--- config.mk ---
export PLATFORM = sky130hd
export DESIGN_NAME = subtree_rr_scheduler
export DESIGN_NICKNAME = d
export VERILOG_FILES = /design/src/rtl/subtree_rr_scheduler.sv
export SDC_FILE = /design/constraint.sdc
export NUM_CORES = 1
export LEC_CHECK = 0
export BUFFER_PORTS_ARGS = -buffer_cell sky130_fd_sc_hd__buf_2
export CAP_MARGIN = 10
export CORE_AREA = 5 5 60 62
export DETAILED_ROUTE_END_ITERATION = 10
export DIE_AREA = 0 0 65 67
export MAX_ROUTING_LAYER = met4
export PLACE_DENSITY = 0.69
export SYNTH_ARGS = -nofsm -noshare
export SYNTH_HDL_FRONTEND = slang
export SYNTH_SLANG_ARGS = --single-unit
--- constraint.sdc ---
create_clock -name clk -period 1.8 [get_ports clk]
set_input_delay 0.36 -clock clk [delete_from_list [all_inputs] [get_ports clk]]
set_output_delay 0.36 -clock clk [all_outputs]
set_load 0.01 [all_outputs]
--- src/rtl/subtree_rr_scheduler.sv ---
// Round-robin owner of a single exclusive slot shared by the children of a subtree node.
// One grant at a time, bounded hold time, and priority rotates past the last owner.
module subtree_rr_scheduler #(
   parameter int unsigned NUM_REQ  = 5,
   parameter int unsigned MAX_HOLD = 16,
   parameter int unsigned ID_W     = $clog2(NUM_REQ),
   parameter int unsigned CNT_W    = 8
) (
   input  logic               clk,
   input  logic               rst,
   input  logic [NUM_REQ-1:0] req,
   output logic [NUM_REQ-1:0] grant,
   output logic               grant_valid,
   output logic [ID_W-1:0]    grant_id,
   output logic [CNT_W-1:0]   hold_cnt,
   output logic               timeout,
   output logic [ID_W-1:0]    timeout_id
);

   typedef enum logic [0:0] {StIdle, StGrant} state_e;

   localparam logic [ID_W-1:0]  LastIdx   = ID_W'(NUM_REQ - 1);
   localparam logic [CNT_W-1:0] HoldLast  = CNT_W'(MAX_HOLD - 1);
   localparam bit               TimeoutEn = (MAX_HOLD != 0);

   state_e             state_q, state_d;
   logic [NUM_REQ-1:0] grant_q, grant_d;
   logic [ID_W-1:0]    grant_id_q, grant_id_d;
   logic [ID_W-1:0]    last_ptr_q, last_ptr_d;
   logic [CNT_W-1:0]   hold_cnt_q, hold_cnt_d;
   logic               timeout_q, timeout_d;
   logic [ID_W-1:0]    timeout_id_q, timeout_id_d;

   logic               hi_found, lo_found;
   logic [ID_W-1:0]    hi_idx, lo_idx, winner;
   logic               owner_req;

   // Lowest set index above last_ptr wins; otherwise wrap to the lowest set index overall.
   always_comb begin
      hi_found = 1'b0;
      lo_found = 1'b0;
      hi_idx   = '0;
      lo_idx   = '0;
      for (int i = int'(NUM_REQ) - 1; i >= 0; i--) begin
         if (req[i]) begin
            if (ID_W'(i) > last_ptr_q) begin
               hi_found = 1'b1;
               hi_idx   = ID_W'(i);
            end else begin
               lo_found = 1'b1;
               lo_idx   = ID_W'(i);
            end
         end
      end
      winner = hi_found ? hi_idx : lo_idx;
   end

   // grant is one-hot, so this selects the owner's request bit.
   assign owner_req = |(req & grant_q);

   always_comb begin
      state_d      = state_q;
      grant_d      = grant_q;
      grant_id_d   = grant_id_q;
      last_ptr_d   = last_ptr_q;
      hold_cnt_d   = hold_cnt_q;
      timeout_d    = 1'b0;
      timeout_id_d = timeout_id_q;
      unique case (state_q)
         StIdle: begin
            if (hi_found || lo_found) begin
               grant_d    = NUM_REQ'(1) << winner;
               grant_id_d = winner;
               last_ptr_d = winner;
               hold_cnt_d = '0;
               state_d    = StGrant;
            end
         end
         StGrant: begin
            if (!owner_req) begin
               grant_d    = '0;
               hold_cnt_d = '0;
               state_d    = StIdle;
            end else if (TimeoutEn && (hold_cnt_q == HoldLast)) begin
               grant_d      = '0;
               hold_cnt_d   = '0;
               timeout_d    = 1'b1;
               timeout_id_d = grant_id_q;
               state_d      = StIdle;
            end else if (hold_cnt_q != '1) begin
               hold_cnt_d = hold_cnt_q + CNT_W'(1);
            end
         end
         default: state_d = StIdle;
      endcase
   end

   always_ff @(posedge clk or posedge rst) begin
      if (rst) begin
         state_q      <= StIdle;
         grant_q      <= '0;
         grant_id_q   <= '0;
         last_ptr_q   <= LastIdx;
         hold_cnt_q   <= '0;
         timeout_q    <= 1'b0;
         timeout_id_q <= '0;
      end else begin
         state_q      <= state_d;
         grant_q      <= grant_d;
         grant_id_q   <= grant_id_d;
         last_ptr_q   <= last_ptr_d;
         hold_cnt_q   <= hold_cnt_d;
         timeout_q    <= timeout_d;
         timeout_id_q <= timeout_id_d;
      end
   end

   assign grant       = grant_q;
   assign grant_valid = |grant_q;
   assign grant_id    = grant_id_q;
   assign hold_cnt    = hold_cnt_q;
   assign timeout     = timeout_q;
   assign timeout_id  = timeout_id_q;

endmodule

## Word level (Yosys, flattened, before mapping)

Index checks and enable logic that the tools add are counted.

- Input bits: 7
- Logic and storage cells: 85
- Register bits: 24

- Equality and inequality tests: 5
- Shifts and indexed selects: 1
- Order comparisons: 5
- Reduce and logical (&&, ||, !) cells: 7
- Mux-type cells: 57
- $add $sub $neg: 1
- Bitwise operators: 2

Operators with widths:

| kind | number |
|---|---|
| $mux 3 | 21 |
| $mux 8 | 4 |
| $mux 1 | 26 |
| $pmux 8 s2 | 1 |
| $mux 5 | 3 |
| $pmux 5 s2 | 1 |
| $reduce_or 5->1 | 2 |
| $add 8x1->8 const B | 1 |
| $eq 8x4->1 const B | 1 |
| $ne 8x8->1 const B | 1 |
| $gt 1x3->1 const A | 2 |
| $gt 2x3->1 const A | 2 |
| $reduce_and 2->1 | 3 |
| $and 5x5->5 | 1 |
| $shl 1x3->5 const A | 1 |
| $ne 4x2->1 const B | 1 |
| $gt 3x3->1 const A | 1 |
| $ne 3x2->1 const B | 1 |
| $reduce_and 3->1 | 1 |
| $ne 2x2->1 const B | 1 |
| $pmux 1 s2 | 1 |
| $logic_or 1x1->1 | 1 |
| $not 1->1 | 1 |

## Depth between registers and ports, before layout

Gate-level depths: netlist of run 1.

- Depth in word-level cells: 15
- Gate-level depth with buffers: 7
- Depth with buffers taken out: 6

## Worst setup path after synthesis of run 1

No wires, ideal clock.

- Path kind: input port to flip-flop
- Start point: input port req[2]
- End point: register grant_q[1], in the netlist grant[1]
- Stages: 7
- Setup slack: -0.054 ns
- Arrival time: 1.733 ns
- Data required time: 1.679 ns
- Library setup time: 0.121 ns
- Path through: buf_6 > a222oi_1 > a21oi_1 > and2_1 > buf_6 > or2_1 > a22o_1

- Word-level cells in the longest chain between the ends: 9
- Elaborated cells between the ends (all ways): 31

Ends and longest elaborated chain:

| element | line | text |
|---|---|---|
| start, declared | 11 | `input logic [NUM_REQ-1:0] req,` |
| $mux 3 or $mux 1 (tied branches) | 45 | `if (req[i]) begin` |
| $mux 3 or $mux 1 (tied branches) | 46 | `if (ID_W'(i) > last_ptr_q) begin` |
| $mux 3 or $mux 1 (tied branches) | 45 |  |
| $mux 3 or $mux 1 (tied branches) | 46 |  |
| $mux 3 or $mux 1 (tied branches) | 45 |  |
| $mux 3 | 55 | `winner = hi_found ? hi_idx : lo_idx;` |
| $shl 1x3->5 | 72 | `grant_d = NUM_REQ'(1) << winner;` |
| $mux 5 | 71 | `if (hi_found \|\| lo_found) begin` |
| $pmux 5 s2 | 69 | `unique case (state_q)` |
| end signal, assigned | 109 | `grant_q <= grant_d;` |
| end, declared | 27 | `logic [NUM_REQ-1:0] grant_q, grant_d;` |

Parallel ways exist; a longest one is shown, timed or not. The select of a mux whose other input is x is not followed.
A chain may end at the register's enable or synchronous reset.

## Worst setup path after layout of run 1

- Start point: register last_ptr_q[2]
- End point: register grant_q[3], in the netlist grant[3]

- Word-level cells in the longest chain between the ends: 15
- Elaborated cells between the ends (all ways): 52

Ends and longest elaborated chain:

| element | line | text |
|---|---|---|
| start, declared | 29 | `logic [ID_W-1:0] last_ptr_q, last_ptr_d;` |
| start signal, assigned | 103 | `last_ptr_q <= LastIdx;` |
| start signal, assigned | 111 | `last_ptr_q <= last_ptr_d;` |
| $gt 3x3->1 | 46 |  |
| $mux 1 or $mux 3 (tied branches) | 46 |  |
| $mux 1 or $mux 3 (tied branches) | 45 |  |
| $mux 1 or $mux 3 (tied branches) | 46 |  |
| $mux 1 or $mux 3 (tied branches) | 45 |  |
| $mux 1 or $mux 3 (tied branches) | 46 |  |
| $mux 1 or $mux 3 (tied branches) | 45 |  |
| $mux 1 or $mux 3 (tied branches) | 46 |  |
| $mux 1 or $mux 3 (tied branches) | 45 |  |
| $mux 1 or $mux 3 (tied branches) | 46 |  |
| $mux 1 or $mux 3 (tied branches) | 45 |  |
| $mux 3 | 55 |  |
| $shl 1x3->5 | 72 |  |
| $mux 5 | 71 |  |
| $pmux 5 s2 | 69 |  |

Parallel ways exist; a longest one is shown, timed or not. The select of a mux whose other input is x is not followed.

==> metrics.md, run 1 <==
| Metric | Value |
|---|---|
| Via count | `1381` |
| P_leak | `0.9331 nW` |
| Critical-path maximum fanout | `7` |
| Final Instance Area | `1983 um2` |
| RSZ-0062 raised after global routing | `true` |
| Highest Clock Rate | `0.4915 GHz` |
| Commonest cells after routing, fill and taps aside | `buf_4, buf_2, dfrtp_1` |
| Avg WL per Cell | `16.19 um` |
| Final WS setup | `-0.2345 ns` |
| Root buf cell | `clkbuf_4` |
| DRC violations left | `0` |
| Largest area contributor in the netlist | `dfrtp_1` |
| CP max-delay cell | `dfstp_2` |
| Kind of critical path | `register to register` |
| Avg Synthesized Cell Area | `9.555 um2` |
| Dpl hpwl | `2.762 mm` |
| CORE AREA | `2978 um2` |
| Detailed Routing Iterations Pass 1 | `4` |
| Worst EP arrival | `2.30 ns` |
| Dpl cells | `229` |
| Reg2reg start | `last_ptr_q[2]` |
| Worst setup EP type | `register` |
| Reg clk slew, reported paths | `0.12 ns` |
| Initial antenna violation count | `0` |
| Drt total wl | `3.917 mm` |
| Synth cell types | `46` |
| CTS Hold Bufs | `0` |
| I/O pins | `28` |
| Die area | `4355 um2` |
| Max_cap viols | `0` |
| R2r endpoint | `grant[3]` |
| Slowest cell delay on critical path | `0.62 ns` |
| Post-synth top area share | `38.46%` |
| First-pass GRT wire length | `6.203 mm` |
| Fin Clk Skew | `0.003064 ns` |
| GPL Wtd Cong | `0.8420` |
| Pwr dens | `1482 nW/um2` |
| Layout Area Growth over Synthesis | `45.15%` |
| Worst skew pair latency | `0.32 ns` |
| CP cell instances | `a211oi_2 -> o31ai_2 -> buf_4 -> o31ai_4 -> buf_6 -> a2111oi_4 -> a22o_1` |
| Largest net degree at the start of global routing | `23` |
| Top post-synthesis cells by area | `dfrtp_1, o31ai_1, a21oi_1` |
| Post-synth EDFFs | `0` |
| Nets | `218` |
| DRT iter0 DRCs | `72` |
| Syn Inst Count | `143` |
| Slew HR | `70.48%` |
| Setup violations, final | `17` |
| Die height | `67 um` |
| Post-Syn Nets | `151` |
| Mapped Area | `1366 um2` |
| Clock Sinks | `22` |
| Die width | `65 um` |
| GRT Resource Usage Total | `18.82%` |
| Maximum clock path buffer count | `2` |
| Status | `complete, but fails checks` |
| Starting Density | `45.88%` |
| Share of cells above drive strength 1 | `52.63%` |
| Top_reg_cell synth | `dfrtp_1` |
| Vias per cell | `5.707` |
| Fin cells | `242` |
| Pin slew with the least headroom to its limit | `0.4391 ns` |
| Critical Path RT | `2.07 ns` |
| Port Buf Inserts | `27` |
| Ant diodes | `0` |
| YS warnings | `0` |
| Sequential share of the synthesized area | `40.38%` |
| Commonest non-fill, non-tap cell in the layout | `buf_4` |
| CTS tree | `yes` |
| Hold/Removal Path Class | `input pin to async pin` |
| Num CTS Buffers | `3` |
| Final worst path period need | `2.034 ns` |
| Peak supply drop | `608.1 uV` |
| Hold Fails Final Rpt | `0` |
| R2R setup slack | `-0.23 ns` |
| Routed Antenna Nets | `0` |
| Hold slack final | `0.04895 ns` |
| Violated checks | `negative setup slack` |
| Vias in the first global route | `1396` |
| Grt ovf | `0` |
| Slew Limit Fails | `0` |
| Area post-placement | `1750 um2` |
| Post-synthesis register bit count | `22` |
| Final worst-path cycle share | `113.0%` |
| Setup crit start kind | `register` |
| H-tree depth | `1` |
| Async SR Flop Fraction | `100.0%` |
| Core Rows | `20` |
| Reg2reg path depth | `7` |
layout make-up:
| type | instances | area, um2 |
|---|---|---|
| repair buffers | 72 | 484.2 |
| flip-flops and latches | 22 | 553.0 |
| inverters | 5 | 18.77 |
| fillers | 255 | 994.7 |
| multi-input cells | 106 | 849.6 |
| well taps | 33 | 41.29 |
| clock buffers | 4 | 36.28 |
through the flow:
step / utilization [%] / setup slack, ns / setup TNS [ns] / total power [mW]
after floorplan: - / -0.005687 / -0.02044 / 1.702
after global placement: 58.78 / -0.1095 / -0.7704 / 2.271
after detailed placement: 58.78 / -0.1933 / -1.450 / 2.324
after CTS: 63.07 / -0.1533 / -1.149 / 2.793
after global routing: 66.60 / -0.3322 / -3.631 / 3.125
final: 66.60 / -0.2345 / -2.179 / 2.940
per-layer routing:
layer,vias to the layer above,share of wire (%),global-route usage [%]
met5,-,0,-
met3,6,3.9,2.530
li1,668,-,-
met2,34,53,34.23
met4,0,1.3,7.916
met1,673,42,20.63
flip-flops by register name, indices dropped and copies added, names as in the netlist:
name,count
hold_cnt,8
grant_id,3
state_q,1
grant,5
timeout,1
last_ptr_q,1
timeout_id,3
repair_timing:
action / 4_1_cts / 5_1_grt
pin swaps: 9 / 11
setup endpoints to repair: 15 / 20
buffers inserted: 6 / 7
resized for setup: 13 / 18
cloned: 1 / 0
how the worst max path moves through the flow:
stage                  start          end
2_1_floorplan  last_ptr_q[2]  hold_cnt[3]
3_3_place_gp   last_ptr_q[2]     grant[1]
3_5_place_dp   last_ptr_q[2]     grant[3]
4_1_cts        last_ptr_q[2]     grant[3]
5_1_grt        last_ptr_q[2]     grant[3]
6_report       last_ptr_q[2]     grant[3]
cell families (layout without fill, tap and decap cells):
kind of cell,Yosys count,count (layout),share of synthesized area [%]
flip-flops,22,22,40.38
AO/OA/AOI/OAI,45,45,26.19
multiplexers,4,4,3.205
adder cells (fa/ha/maj),2,2,1.648
buffers and inverters,16,81,7.784
AND/OR/NAND/NOR,54,55,20.79
power by group:
part	switching [mW]	leakage, nW	internal, mW	total, mW
sequential	0.145	0.295	0.621	0.766
clock	0.159	0.0210	0.124	0.283
combinational	0.927	0.618	0.964	1.89
total	1.23	0.933	1.71	2.94
synthesized netlist by cell type, types with 2 or more instances:
cell type  number
dfrtp_1        21
nor2_1         14
a21oi_1        11
nand2_1        11
o31ai_1         8
inv_1           5
nand3_1         5
nor3_1          5
o21ai_0         5
buf_2           4
buf_6           4
nand2b_1        4
a22o_1          3
buf_4           3
mux2_2          3
or4_1           3
a211oi_1        2
o31ai_2         2
o32a_1          2
or3_1           2
critical path: cells and delay by family (launching register included):
family	cells	cell delay [ns]
buf+inv	2	0.31
flops	1	0.62
compound gates	5	1.06
No activity file was read; power rests on OpenSTA's default activity.
==> run 2, diff against run 1 <==
Settings changed: PLACE_DENSITY 0.69 to 0.7.
==> run 2 against run 1 <==
  * Die area unchanged
  * The flow still finishes with violations (negative setup slack)
  * Largest cell class unchanged
  * Via count decreased by 1.7%
  * Critical path type unchanged
  * Non-clock buffer count decreased by 3
  * First-iteration DRC count decreased by 5.6%
  * Final cell count decreased by 1.7%
  * Critical path depth decreased by 1
==> metrics.md, run 2 (same netlist as run 1, synthesis figures left out) <==
| Metric | Value |
|---|---|
| Vias in the first global route | `1382 (-1.0%)` |
| Highest Clock Rate | `0.5122 GHz (+4.2%)` |
| Pin slew with the least headroom to its limit | `0.4325 ns (-0.006639 ns)` |
| Grt ovf | `0 (unchanged)` |
| Starting Density | `45.88% (unchanged)` |
| Vias per cell | `5.706 (about the same)` |
| Ant diodes | `0 (unchanged)` |
| Hold Fails Final Rpt | `0 (unchanged)` |
| Max reg flops | `8 (unchanged)` |
| Critical-path maximum fanout | `6 (-1)` |
| Maximum clock path buffer count | `2 (unchanged)` |
| Peak supply drop | `592.2 uV (-2.6%)` |
| Drt total wl | `3.781 mm (-3.5%)` |
| Setup violations, final | `13 (-4)` |
| H-tree depth | `1 (unchanged)` |
| I/O pins | `28 (unchanged)` |
| Layout Area Growth over Synthesis | `43.32%` |
| # fillers | `251 (-1.6%)` |
| Initial antenna violation count | `0 (unchanged)` |
| Final Instance Area | `1958 um2 (-1.3%)` |
| Die height | `67 um (unchanged)` |
| RSZ-0062 raised after global routing | `true` |
| Num CTS Buffers | `3 (unchanged)` |
| Largest net degree at the start of global routing | `13 (-43%)` |
| Die width | `65 um (unchanged)` |
| Dpl cells | `227 (-0.87%)` |
| Worst setup EP type | `register` |
| Hold/Removal Path Class | `input pin to async pin` |
| Slew Limit Fails | `0 (unchanged)` |
| Violated checks | `negative setup slack` |
| Avg WL per Cell | `15.89 um (-1.8%)` |
| Slowest cell delay on critical path | `0.62 ns (about the same)` |
| Reg clk slew, reported paths | `0.12 ns (about the same)` |
| GPL Wtd Cong | `0.8995 (+6.8%)` |
| DRT iter0 DRCs | `68 (-5.6%)` |
| Util after Layout | `65.76% (-0.84 points)` |
| Routed Antenna Nets | `0 (unchanged)` |
| Worst skew pair latency | `0.31 ns (about the same)` |
| Fin cells | `238 (-1.7%)` |
| Detailed Routing Iterations Pass 1 | `4 (unchanged)` |
| Setup crit start kind | `register` |
| DRC violations left | `0 (unchanged)` |
| CORE AREA | `2978 um2 (unchanged)` |
| Kind of critical path | `register to register` |
| Final WS setup | `-0.1524 ns (+0.08206 ns)` |
| GRT Resource Usage Total | `18.62% (-0.20 points)` |
| Pwr dens | `1499 nW/um2 (+1.1%)` |
| Via count | `1358 (-1.7%)` |
| Clock Sinks | `22 (unchanged)` |
| Status | `complete, but fails checks` |
| Root buf cell | `clkbuf_4` |
| Port Buf Inserts | `27 (unchanged)` |
| Area post-placement | `1735 um2 (-0.86%)` |
| CTS Hold Bufs | `0 (unchanged)` |
| Commonest non-fill, non-tap cell in the layout | `buf_4` |
| Nets | `214 (-1.8%)` |
| CP cell instances | `nor3_2 -> o31ai_4 -> nor4_4 -> buf_4 -> or4b_1 -> a21oi_2` |
| Fin Clk Skew | `0.002516 ns (-0.0005478 ns)` |
| P_leak | `0.9337 nW (about the same)` |
| Slew HR | `70.79% (+0.31 points)` |
| Worst EP arrival | `2.20 ns (-0.10 ns)` |
| Dpl hpwl | `2.863 mm (+3.7%)` |
| Final worst-path cycle share | `108.5% (-4.6 points)` |
| CP max-delay cell | `dfstp_2` |
| Share of cells above drive strength 1 | `54.15% (+1.5 points)` |
| Critical Path RT | `2.05 ns (-0.02 ns)` |
| Commonest cells after routing, fill and taps aside | `buf_4, buf_2, dfrtp_1` |
| Die area | `4355 um2 (unchanged)` |
| Max_cap viols | `0 (unchanged)` |
| CTS tree | `yes` |
| Core Rows | `20 (unchanged)` |
| First-pass GRT wire length | `6.168 mm (-0.56%)` |
| Final worst path period need | `1.952 ns (-0.08206 ns)` |
[run 2: cell count changes in the layout (fill, tap and decap cells not counted), sizes merged]
cell,previous run,this run
buf,72,69
nor4,3,2
[run 2: layer usage]
| layer | global-route usage, % | wire (um) | vias to the layer above |
|---|---|---|---|
| li1 | - | - | 655 |
| met1 | 21.10 | 1570 | 671 |
| met2 | 34.23 | 2063 | 28 |
| met3 | 1.855 | 110 | 4 |
| met4 | 6.332 | 36 | 0 |
| met5 | - | 0 | - |
[run 2: layout make-up]
cell class | instances | area (um2) | area share, %
clock buffer | 4 | 36.28 | 1.853
inverter | 5 | 18.77 | 0.9585
multi-input combinational | 105 | 840.8 | 42.94
sequential | 22 | 554.3 | 28.31
tap | 33 | 41.29 | 2.109
timing repair buffer | 69 | 466.7 | 23.83
[run 2: stage by stage]
| stage | setup TNS (ns) | worst slack (ns) | power [mW] | hold WS, ns |
|---|---|---|---|---|
| floorplan | -0.02044 | -0.005687 | 1.702 | 0.3485 |
| global placement | -0.8935 | -0.09848 | 2.239 | 0.3584 |
| detailed placement | -1.188 | -0.1581 | 2.287 | 0.3622 |
| CTS | -0.9698 | -0.1150 | 2.696 | 0.01754 |
| global route | -2.203 | -0.2100 | 3.136 | 0.04857 |
| finish | -0.9575 | -0.1524 | 2.936 | 0.008818 |
[run 2: worst max-delay path: cells and delay by family (launching register included)]
kind                   cells  cell delay (ns)
AOI/OAI and AO/OA          2             0.45
buffers and inverters      1             0.16
DFF                        1             0.62
and+or+nand+nor            3             0.66
[run 2: path summary, 6_finish.rpt]
| path | from | to | slack (ns) | depth (start not counted) |
|---|---|---|---|---|
| min in group clk | req[4] | last_ptr_q[2] | 0.48 | 4 |
| worst min register to register | timeout_id[1] | timeout_id[1] | 0.52 | 1 |
| worst max-delay path | last_ptr_q[2] | hold_cnt[5] | -0.15 | 6 |
| max in group asynchronous | rst | grant_id[0] | 1.26 | 3 |
| worst max register to register | last_ptr_q[2] | hold_cnt[5] | -0.15 | 6 |
| worst min-delay path | rst | hold_cnt[3] | 0.009 | 2 |
[run 2: report_power, final]
group          switching (mW)  internal (mW)  leakage, nW  total (mW)
Sequential              0.148          0.624        0.293       0.772
Combinational           0.916          0.973        0.619        1.89
Clock                   0.152          0.124       0.0210       0.276
[run 2: repair_timing]
item / 4_1_cts / 5_1_grt
pin swaps: 6 / 4
setup buffers: 2 / 4
endpoints found under the setup margin: 13 / 21
cloned: 1 / 0
resized for setup: 12 / 26
